### src/rtl/ifetch_queue.sv
// ifetch_queue: instruction fetch unit with a circular instruction queue,
// a bimodal branch predictor (2-bit counters) and JALR stall handling.
//
// Ports
//   clk, rst_in         clock, asynchronous active-high reset
//   rdy_in              global ready; low freezes every piece of state
//   roll_back, corr_pc  misprediction flush and restart PC
//   mc_req, mc_aout     fetch request / address to memory controller
//   mc_instr_in_en/_in  returned instruction (accepted only while mc_req)
//   de_out_en, de_ready head-of-queue handshake to the decoder
//   de_pc_out, de_instr_out, de_pred_taken   head entry contents
//   jalr_ready, jalr_val                     rs1 of a stalled JALR
//   br_upd_en, br_upd_pc, br_upd_taken       committed branch outcome
module ifetch_queue #(
  parameter int QDEPTH_LOG = 3,
  parameter int BHT_LOG    = 6
) (
  input  logic        clk,
  input  logic        rst_in,
  input  logic        rdy_in,
  input  logic        roll_back,
  input  logic [31:0] corr_pc,
  output logic        mc_req,
  output logic [31:0] mc_aout,
  input  logic        mc_instr_in_en,
  input  logic [31:0] mc_instr_in,
  output logic        de_out_en,
  input  logic        de_ready,
  output logic [31:0] de_pc_out,
  output logic [31:0] de_instr_out,
  output logic        de_pred_taken,
  input  logic        jalr_ready,
  input  logic [31:0] jalr_val,
  input  logic        br_upd_en,
  input  logic [31:0] br_upd_pc,
  input  logic        br_upd_taken
);

  localparam int QDEPTH = 1 << QDEPTH_LOG;
  localparam int BHT_N  = 1 << BHT_LOG;

  localparam logic [6:0] OP_JAL  = 7'b1101111;
  localparam logic [6:0] OP_JALR = 7'b1100111;
  localparam logic [6:0] OP_BR   = 7'b1100011;

  typedef struct packed {
    logic [31:0] pc;
    logic [31:0] instr;
    logic        pred;
  } qent_t;

  qent_t                 q [QDEPTH];
  logic [QDEPTH_LOG-1:0] head, tail;
  logic [QDEPTH_LOG:0]   count;
  logic [31:0]           pc, jalr_imm;
  logic                  stall;
  logic [1:0]            bht [BHT_N];

  logic                  push, pop, pred_nxt;
  logic [31:0]           pc_nxt;
  logic                  stall_nxt;
  logic [6:0]            opc;
  logic [31:0]           i_imm, b_imm, j_imm;
  logic [BHT_LOG-1:0]    lk_idx, up_idx;

  assign opc    = mc_instr_in[6:0];
  assign i_imm  = {{20{mc_instr_in[31]}}, mc_instr_in[31:20]};
  assign b_imm  = {{20{mc_instr_in[31]}}, mc_instr_in[7], mc_instr_in[30:25],
                   mc_instr_in[11:8], 1'b0};
  assign j_imm  = {{12{mc_instr_in[31]}}, mc_instr_in[19:12], mc_instr_in[20],
                   mc_instr_in[30:21], 1'b0};
  assign lk_idx = pc[BHT_LOG+1:2];
  assign up_idx = br_upd_pc[BHT_LOG+1:2];

  logic unused_upd_bits;
  assign unused_upd_bits = ^{br_upd_pc[31:BHT_LOG+2], br_upd_pc[1:0]};

  // count never exceeds QDEPTH, so its MSB alone marks "full".
  assign mc_req    = rdy_in && !roll_back && !stall && !count[QDEPTH_LOG];
  assign mc_aout   = pc;
  assign push      = mc_req && mc_instr_in_en;
  assign de_out_en = (count != '0) && rdy_in;
  assign pop       = de_out_en && de_ready;

  assign de_pc_out     = q[head].pc;
  assign de_instr_out  = q[head].instr;
  assign de_pred_taken = q[head].pred;

  // Next-PC selection; push and jalr resolution are mutually exclusive
  // because mc_req is held low while stalled.
  always_comb begin
    pc_nxt    = pc;
    stall_nxt = stall;
    pred_nxt  = 1'b0;
    if (push) begin
      case (opc)
        OP_JAL: begin
          pred_nxt = 1'b1;
          pc_nxt   = pc + j_imm;
        end
        OP_BR: begin
          pred_nxt = bht[lk_idx][1];
          pc_nxt   = pred_nxt ? pc + b_imm : pc + 32'd4;
        end
        OP_JALR: stall_nxt = 1'b1;
        default: pc_nxt = pc + 32'd4;
      endcase
    end else if (stall && jalr_ready) begin
      pc_nxt    = (jalr_val + jalr_imm) & ~32'h1;
      stall_nxt = 1'b0;
    end
  end

  always_ff @(posedge clk or posedge rst_in) begin
    if (rst_in) begin
      pc       <= '0;
      head     <= '0;
      tail     <= '0;
      count    <= '0;
      stall    <= 1'b0;
      jalr_imm <= '0;
    end else if (rdy_in) begin
      if (roll_back) begin
        pc    <= corr_pc;
        head  <= '0;
        tail  <= '0;
        count <= '0;
        stall <= 1'b0;
      end else begin
        pc    <= pc_nxt;
        stall <= stall_nxt;
        if (push) tail <= tail + 1'b1;
        if (pop)  head <= head + 1'b1;
        case ({push, pop})
          2'b10:   count <= count + 1'b1;
          2'b01:   count <= count - 1'b1;
          default: ;
        endcase
        if (push && opc == OP_JALR) jalr_imm <= i_imm;
      end
    end
  end

  // Queue payload needs no reset: head/tail/count gate its visibility.
  always_ff @(posedge clk) begin
    if (push) q[tail] <= '{pc: pc, instr: mc_instr_in, pred: pred_nxt};
  end

  // Counters are registered, so a same-cycle lookup sees the old value.
  always_ff @(posedge clk or posedge rst_in) begin
    if (rst_in) begin
      for (int i = 0; i < BHT_N; i++) bht[i] <= 2'b01;
    end else if (rdy_in && br_upd_en) begin
      if (br_upd_taken && bht[up_idx] != 2'b11)
        bht[up_idx] <= bht[up_idx] + 2'b01;
      else if (!br_upd_taken && bht[up_idx] != 2'b00)
        bht[up_idx] <= bht[up_idx] - 2'b01;
    end
  end

endmodule
### config.mk
export PLATFORM = sky130hd
export DESIGN_NAME = ifetch_queue
export DESIGN_NICKNAME = d
export VERILOG_FILES = /design/src/rtl/ifetch_queue.sv
export SDC_FILE = /design/constraint.sdc
export NUM_CORES = 1
export LEC_CHECK = 0
export CAP_MARGIN = 20
export CELL_PAD_IN_SITES_DETAIL_PLACEMENT = 1
export CELL_PAD_IN_SITES_GLOBAL_PLACEMENT = 2
export CORE_MARGIN = 2
export CORE_UTILIZATION = 33
export DETAILED_ROUTE_END_ITERATION = 12
export PLACE_DENSITY_LB_ADDON = 0.25
export SLEW_MARGIN = 20
export SYNTH_ARGS = -nofsm -noshare
export SYNTH_HDL_FRONTEND = slang
export SYNTH_SLANG_ARGS = --single-unit
export TNS_END_PERCENT = 100
### constraint.sdc
create_clock -name clk -period 15 [get_ports clk]
set_input_delay 3.75 -clock clk [delete_from_list [all_inputs] [get_ports clk]]
set_output_delay 3.75 -clock clk [all_outputs]
set_load 0.01 [all_outputs]
After elaboration in Yosys (flattened, before gate mapping)
Memory sizes are Yosys's and may differ from the RTL's.
Index checks and enable logic that the tools add are counted.
{"block": "word_totals", "inputBits": 137, "elab_cells": 156, "ramBits": 520, "reg_bits": 183, "memories": 1}
{"name": "q", "words": 8, "word_bits": 65, "read_ports": 1, "rd_ports_with_merged_regs": 0, "write_ports": 1, "line": "52", "source": "qent_t q [QDEPTH];"}
{"block": "classes", "eq_ne": 8, "reduce_logical": 30, "add_sub_neg": 10, "n_bitwise": 3, "magnitude_cmp": 3, "n_mux": 31}
{"operator": "128-bit bitwise mux", "n": 2}
{"operator": "128-bit 2-to-1 mux", "n": 2}
{"operator": "32-bit 2-to-1 mux", "n": 4}
{"operator": "32-bit adder", "n": 3}
{"operator": "32-bit case mux with 3 select lines", "n": 1}
{"operator": "32-bit by 3-bit adder with 32-bit output, second input constant", "n": 1}
{"operator": "2-bit binary-select mux with 6-bit select", "n": 2}
{"operator": "7-bit == test, second input constant", "n": 3}
{"operator": "7-bit >= comparator, second input constant", "n": 2}
{"operator": "6-bit inverter with 7-bit output", "n": 2}
{"operator": "2-bit demux with 6-bit select", "n": 1}
{"operator": "1-bit logical AND", "n": 12}
{"operator": "3-bit 2-to-1 mux", "n": 4}
{"operator": "2-bit 2-to-1 mux", "n": 5}
{"operator": "3-bit AND reduction", "n": 3}
{"operator": "4-bit case mux with 2 select lines", "n": 1}
{"operator": "2-bit AND reduction", "n": 4}
{"operator": "2-bit nonzero test", "n": 4}
{"operator": "7-bit by 1-bit less-than comparator with 1-bit output, second input constant", "n": 1}
{"operator": "1-bit 2-to-1 mux", "n": 7}
{"operator": "3-bit by 1-bit adder with 3-bit output, second input constant", "n": 2}
{"operator": "3-bit nonzero test", "n": 2}
{"operator": "4-bit by 1-bit adder with 4-bit output, second input constant", "n": 1}
{"operator": "1-bit zero test", "n": 4}
{"operator": "other kinds (12)", "n": 12}

Longest topological paths before layout
{"block": "depth", "word_depth": 8, "ltp_mapped": 18, "ltp_nobuf": 15}

Worst setup path after synthesis
OpenSTA, ideal clock, no wires.
{"block": "synth_timing", "kind": "input to register", "startpoint": "input roll_back", "endpoint": "memory q[0][0] (netlist name), enable pin", "stages": 6, "arrival_time_ns": 11.110, "required_time_ns": 14.352, "n_path_buf": 3, "setup_ns": 0.648, "path_slack_ns": 3.242, "path_cell_list": "clkbuf_1 > nor4b_2 > nand2_1 > clkbuf_1 > clkbuf_1 > nor4_1"}
{"block": "synth_between", "elab_chain_cells": 7}
{"element": "start, declared", "line": "21", "source": "input logic roll_back,"}
{"element": "1-bit zero test", "line": "79", "source": "assign mc_req = rdy_in && !roll_back && !stall && !count[QDEPTH_LOG];"}
{"element": "1-bit logical AND (3 in series)", "line": "79"}
{"element": "named net mc_req", "line": "23", "source": "output logic mc_req,"}
{"element": "1-bit logical AND", "line": "81", "source": "assign push = mc_req && mc_instr_in_en;"}
{"element": "1-bit 2-to-1 mux", "line": "146", "source": "if (push) q[tail] <= '{pc: pc, instr: mc_instr_in, pred: pred_nxt};"}
{"element": "1-bit 2-to-1 mux (not written as such)", "line": "146"}
{"element": "end, declared", "line": "52"}
The timed path passes the listed nets, and every way through them passes these cells.

Final worst setup path
{"block": "layout_timing", "startpoint": "input rdy_in", "endpoint": "output mc_req"}
{"block": "layout_between", "elab_chain_cells": 3}
{"element": "start, declared", "line": "20", "source": "input logic rdy_in,"}
{"element": "1-bit logical AND (3 in series)", "line": "79"}
{"element": "end, declared", "line": "23"}
No other way between the ends.

==> qor.log <==
[synth] combinational family with the most area after synthesis multiplexers
[clock_network] CTS tree built
[synth] average cell area after synthesis 14.4 um2
[grt] combined global-route utilization of all metal layers 19.9%
[pwr] net switching power 1620 uW
[worst_setup_path] beginning of the worst register-to-register path mc_aout[1]$_DFFE_PP0P_
[synth] fraction of the mapped netlist area in compound gates 9.36%
[routing] Remaining DRCs 0
[pwr] switching part of the total 29.3%
[worst_setup_path] maximum net fanout on the critical path 14
[timing] maximum achievable frequency 108 MHz
[synth] cell area after synthesis 34100 um2
[layout] Inserted Diodes 0
[routing] total wire length 106000 um
[synth] adder and majority cell fraction of the synthesized area 3.17%
[clock_network] CTS Hold Buffers Added 0
[place] pre-CTS WS 5760 ps
[grt] GR Layer Usage met2 31.5%
[routing] count of nets left with antenna violations after detail routing 0
[worst_setup_path] kind of launch point of the worst setup path input pin
[grt] wire length of the first global-routing pass 158000 um
[worst_setup_path] category of the critical setup timing path in2out
[worst_setup_path] type of destination of the critical path primary output
[clock_network] CTS clock-pin slew for the worst setup and hold paths 60 ps
[layout] Layout area overhead 18.9%
[pwr] clock network fraction of total power 34.9%
[synth] synthesized instance count 2369
[grt] busiest metal layer after global routing met2
[synth] Yosys Warn Count 0
[pwr] Power Dens Cells 137 nW/um2
[synth] portion of the post-synthesis area used by sequential elements 59.4%
[place] RD Place Congestion 0.832
[job] number of max-cap violations 0
[synth] biggest area contributors in the synthesized netlist edfxtp_1, mux4_2, dfrtp_1
[layout] count of filler cells inserted in the layout 10.5k
[place] count of port buffers added during placement 209
[layout] final net count 2814
[synth] flip-flop and latch count after synthesis 703
[timing] count of final setup violators 0
[timing] slew at the pin closest to its max-slew limit 1030 ps
[status] outcome completed
[synth] portion of netlist area occupied by mux cells 17.0%
[worst_setup_path] launching instance or port of the critical path rdy_in
[worst_setup_path] data required time at the worst endpoint 11250 ps
[min_path] worst min path class reg2reg
[pwr] sequential group share of total power 42.0%
[synth] simple logic cell fraction of the synthesized area 6.53%
[pwr] maximum vdd ir drop 94.4 uV
[clock_network] Setup Buffers After CTS 0
[clock_network] clock latency on the worst-skew pair 660 ps
[timing] setup repair after global routing missed its margin false
[routing] DR iter-0 viols 1465
[synth] post-synth cell types 82
[synth] share of the synthesized area in the top cell type 45.8%
[die] die width 326 um
[die] Die Span Y 326 um
[clock_network] number of resized instances in the post-cts repair step 0
[clock_network] cts bufs inserted 79
[timing] Worst Clk Skew 29.2 ps
[layout] utilization after layout 39.7%
[grt] initial antenna violation count 6
[routing] routed vias/inst 5.47
[timing] final worst-path cycle share 61.5%
[clock_network] total clock sinks 703
[place] HPWL after DPL 69300 um
[pwr] logic gate share of total power 23.1%
[place] # placed instances 3880
[timing] final setup TNS 0 ps
[grt] met1 routing resource usage after global routing 27.9%
[clock_network] H-tree depth 3
[pwr] cell internal pwr 3920 uW
[layout] ratio of cells with drive above 1 in the final layout 23.8%
[routing] routed len/inst 26.4 um
[timing] final period demand of the worst path 9230 ps
[clock_network] cell at the root of the clock tree clkbuf_16
[grt] pin count of the biggest net entering global routing 72
[synth] net count of the mapped netlist 2590
[layout] Cell Count, Final, Fillers Out 4028
[routing] drt pass-1 iters 4
[synth] area leader, netlist edfxtp_1
[timing] Final Hold Fails 0
[die] row count 117
[pwr] static leakage power 0.0141 uW
[clock_network] CTS Buffer Depth 3
[die] Core Area 102000 um2
[grt] sum of overflow across all layers after global routing 0
[die] ports placed on the boundary 236
[die] initial standard-cell utilization of the core 33.4%
[timing] normalized max-slew margin 31.5%
[worst_setup_path] critical path data arrival time 5480 ps
[synth] xor/xnor share of the synthesized area 2.57%
[synth] Post-synth ARST share 26.0%
[min_path] launch point of the worst hold path mc_aout[13]$_DFFE_PP0P_
[grt] met3 capacity usage during global routing 3.62%
[routing] via count 22.0k
[layout] register area 20300 um2
[timing] final max-slew violation count 0
[grt] number of global-route vias before repair 23.6k
[synth] number of enable flip-flop cells after synthesis 520
[layout] multi-input gate area in the final layout 13300 um2
[timing] final critical-path setup slack 5770 ps
[die] total die area 106000 um2
[synth] primary flip-flop cell chosen by synthesis mapping edfxtp_1
per-stage QoR:
step	area [um2]	power, uW	hold WS [ps]
after floorplan	34100	3130	479
after global placement	38000	3630	468
after detailed placement	38000	3660	496
after CTS	40600	5610	510
after global routing	40600	5780	527
final	40600	5540	502
cell families (layout without fill, tap and decap cells):
family | count (synthesis) | in the layout
flip-flops | 703 | 703
AO/OA/AOI/OAI | 473 | 473
AND/OR/NAND/NOR | 470 | 470
multiplexers | 377 | 377
buffers and inverters | 162 | 453
XOR/XNOR | 100 | 100
adder cells (fa/ha/maj) | 84 | 84
cells in the mapped netlist (20+ instances only):
| cell | number |
|---|---|
| a211oi_1 | 23 |
| a21o_1 | 25 |
| a21oi_1 | 97 |
| a22oi_1 | 28 |
| a31oi_1 | 23 |
| clkbuf_1 | 94 |
| dfrtp_1 | 119 |
| dfstp_2 | 64 |
| edfxtp_1 | 520 |
| ha_1 | 80 |
| inv_1 | 26 |
| mux2_2 | 207 |
| mux2i_1 | 29 |
| mux4_2 | 139 |
| nand2_1 | 175 |
| nand3_1 | 34 |
| nand4_1 | 23 |
| nor2_1 | 104 |
| nor3_1 | 35 |
| o21ai_0 | 79 |
| o221ai_1 | 20 |
| o22ai_1 | 44 |
| xnor2_1 | 54 |
| xor2_1 | 46 |
worst paths after layout:
check                                                to  depth (start not counted)  slack [ps]
worst max register to register  mc_aout[21]$_DFFE_PP0P_                         11       10350
worst min register to register  mc_aout[13]$_DFFE_PP0P_                          2         500
max in group asynchronous        mc_aout[2]$_DFFE_PP0P_                          3        9940
worst min-delay path            mc_aout[13]$_DFFE_PP0P_                          2         500
worst max-delay path                             mc_req                          4        5770
min in group asynchronous          count[0]$_DFFE_PP0P_                          2        3540
power groups by stage:
stage | clock network [uW] | registers, uW | logic [uW]
finish | 1930 | 2330 | 1280
detailed placement | 0 | 2370 | 1290
CTS | 1980 | 2330 | 1300
global route | 2060 | 2340 | 1380
global placement | 0 | 2360 | 1270
floorplan | 0 | 2330 | 803
layout make-up:
cell class / instances / area share [%]
clock buffers: 105 / 5.29
well taps: 1368 / 4.22
multi-input cells: 1504 / 32.7
inverters: 26 / 0.253
flip-flops and latches: 703 / 50.0
repair buffers: 279 / 6.45
clock inverters: 43 / 1.07
flip-flops by register name (all words and copies together) (netlist names), named ones only:
register / flops
count: 4
tail: 3
stall: 1
head: 3
mc_aout: 32
jalr_imm: 12
bht: 64
q: 520
routing by layer:
metal | part of all wire (%) | vias up
met3 | 5.1 | 127
met5 | 0.037 | -
met2 | 46 | 548
met1 | 46 | 11500
met4 | 2.5 | 6
li1 | - | 9823
cells in the final DEF (no fill, tap or decap), types with 34 or more instances in the layout:
cell,n
nand2_1,175
xor2_1,46
mux2_2,207
a21oi_1,97
o21ai_0,79
clkdlybuf4s50_1,209
o22ai_1,44
dfstp_2,64
buf_4,70
edfxtp_1,520
clkbuf_16,80
nand3_1,34
ha_1,80
dfrtp_1,114
nor2_1,101
mux4_2,139
xnor2_1,53
critical path, stage by stage:
cell	delay [ps]
clkdlybuf4s50_1	460
buf_4	280
nor4b_2	340
clkdlybuf4s50_1	610
(Power assumes the default switching activity.)
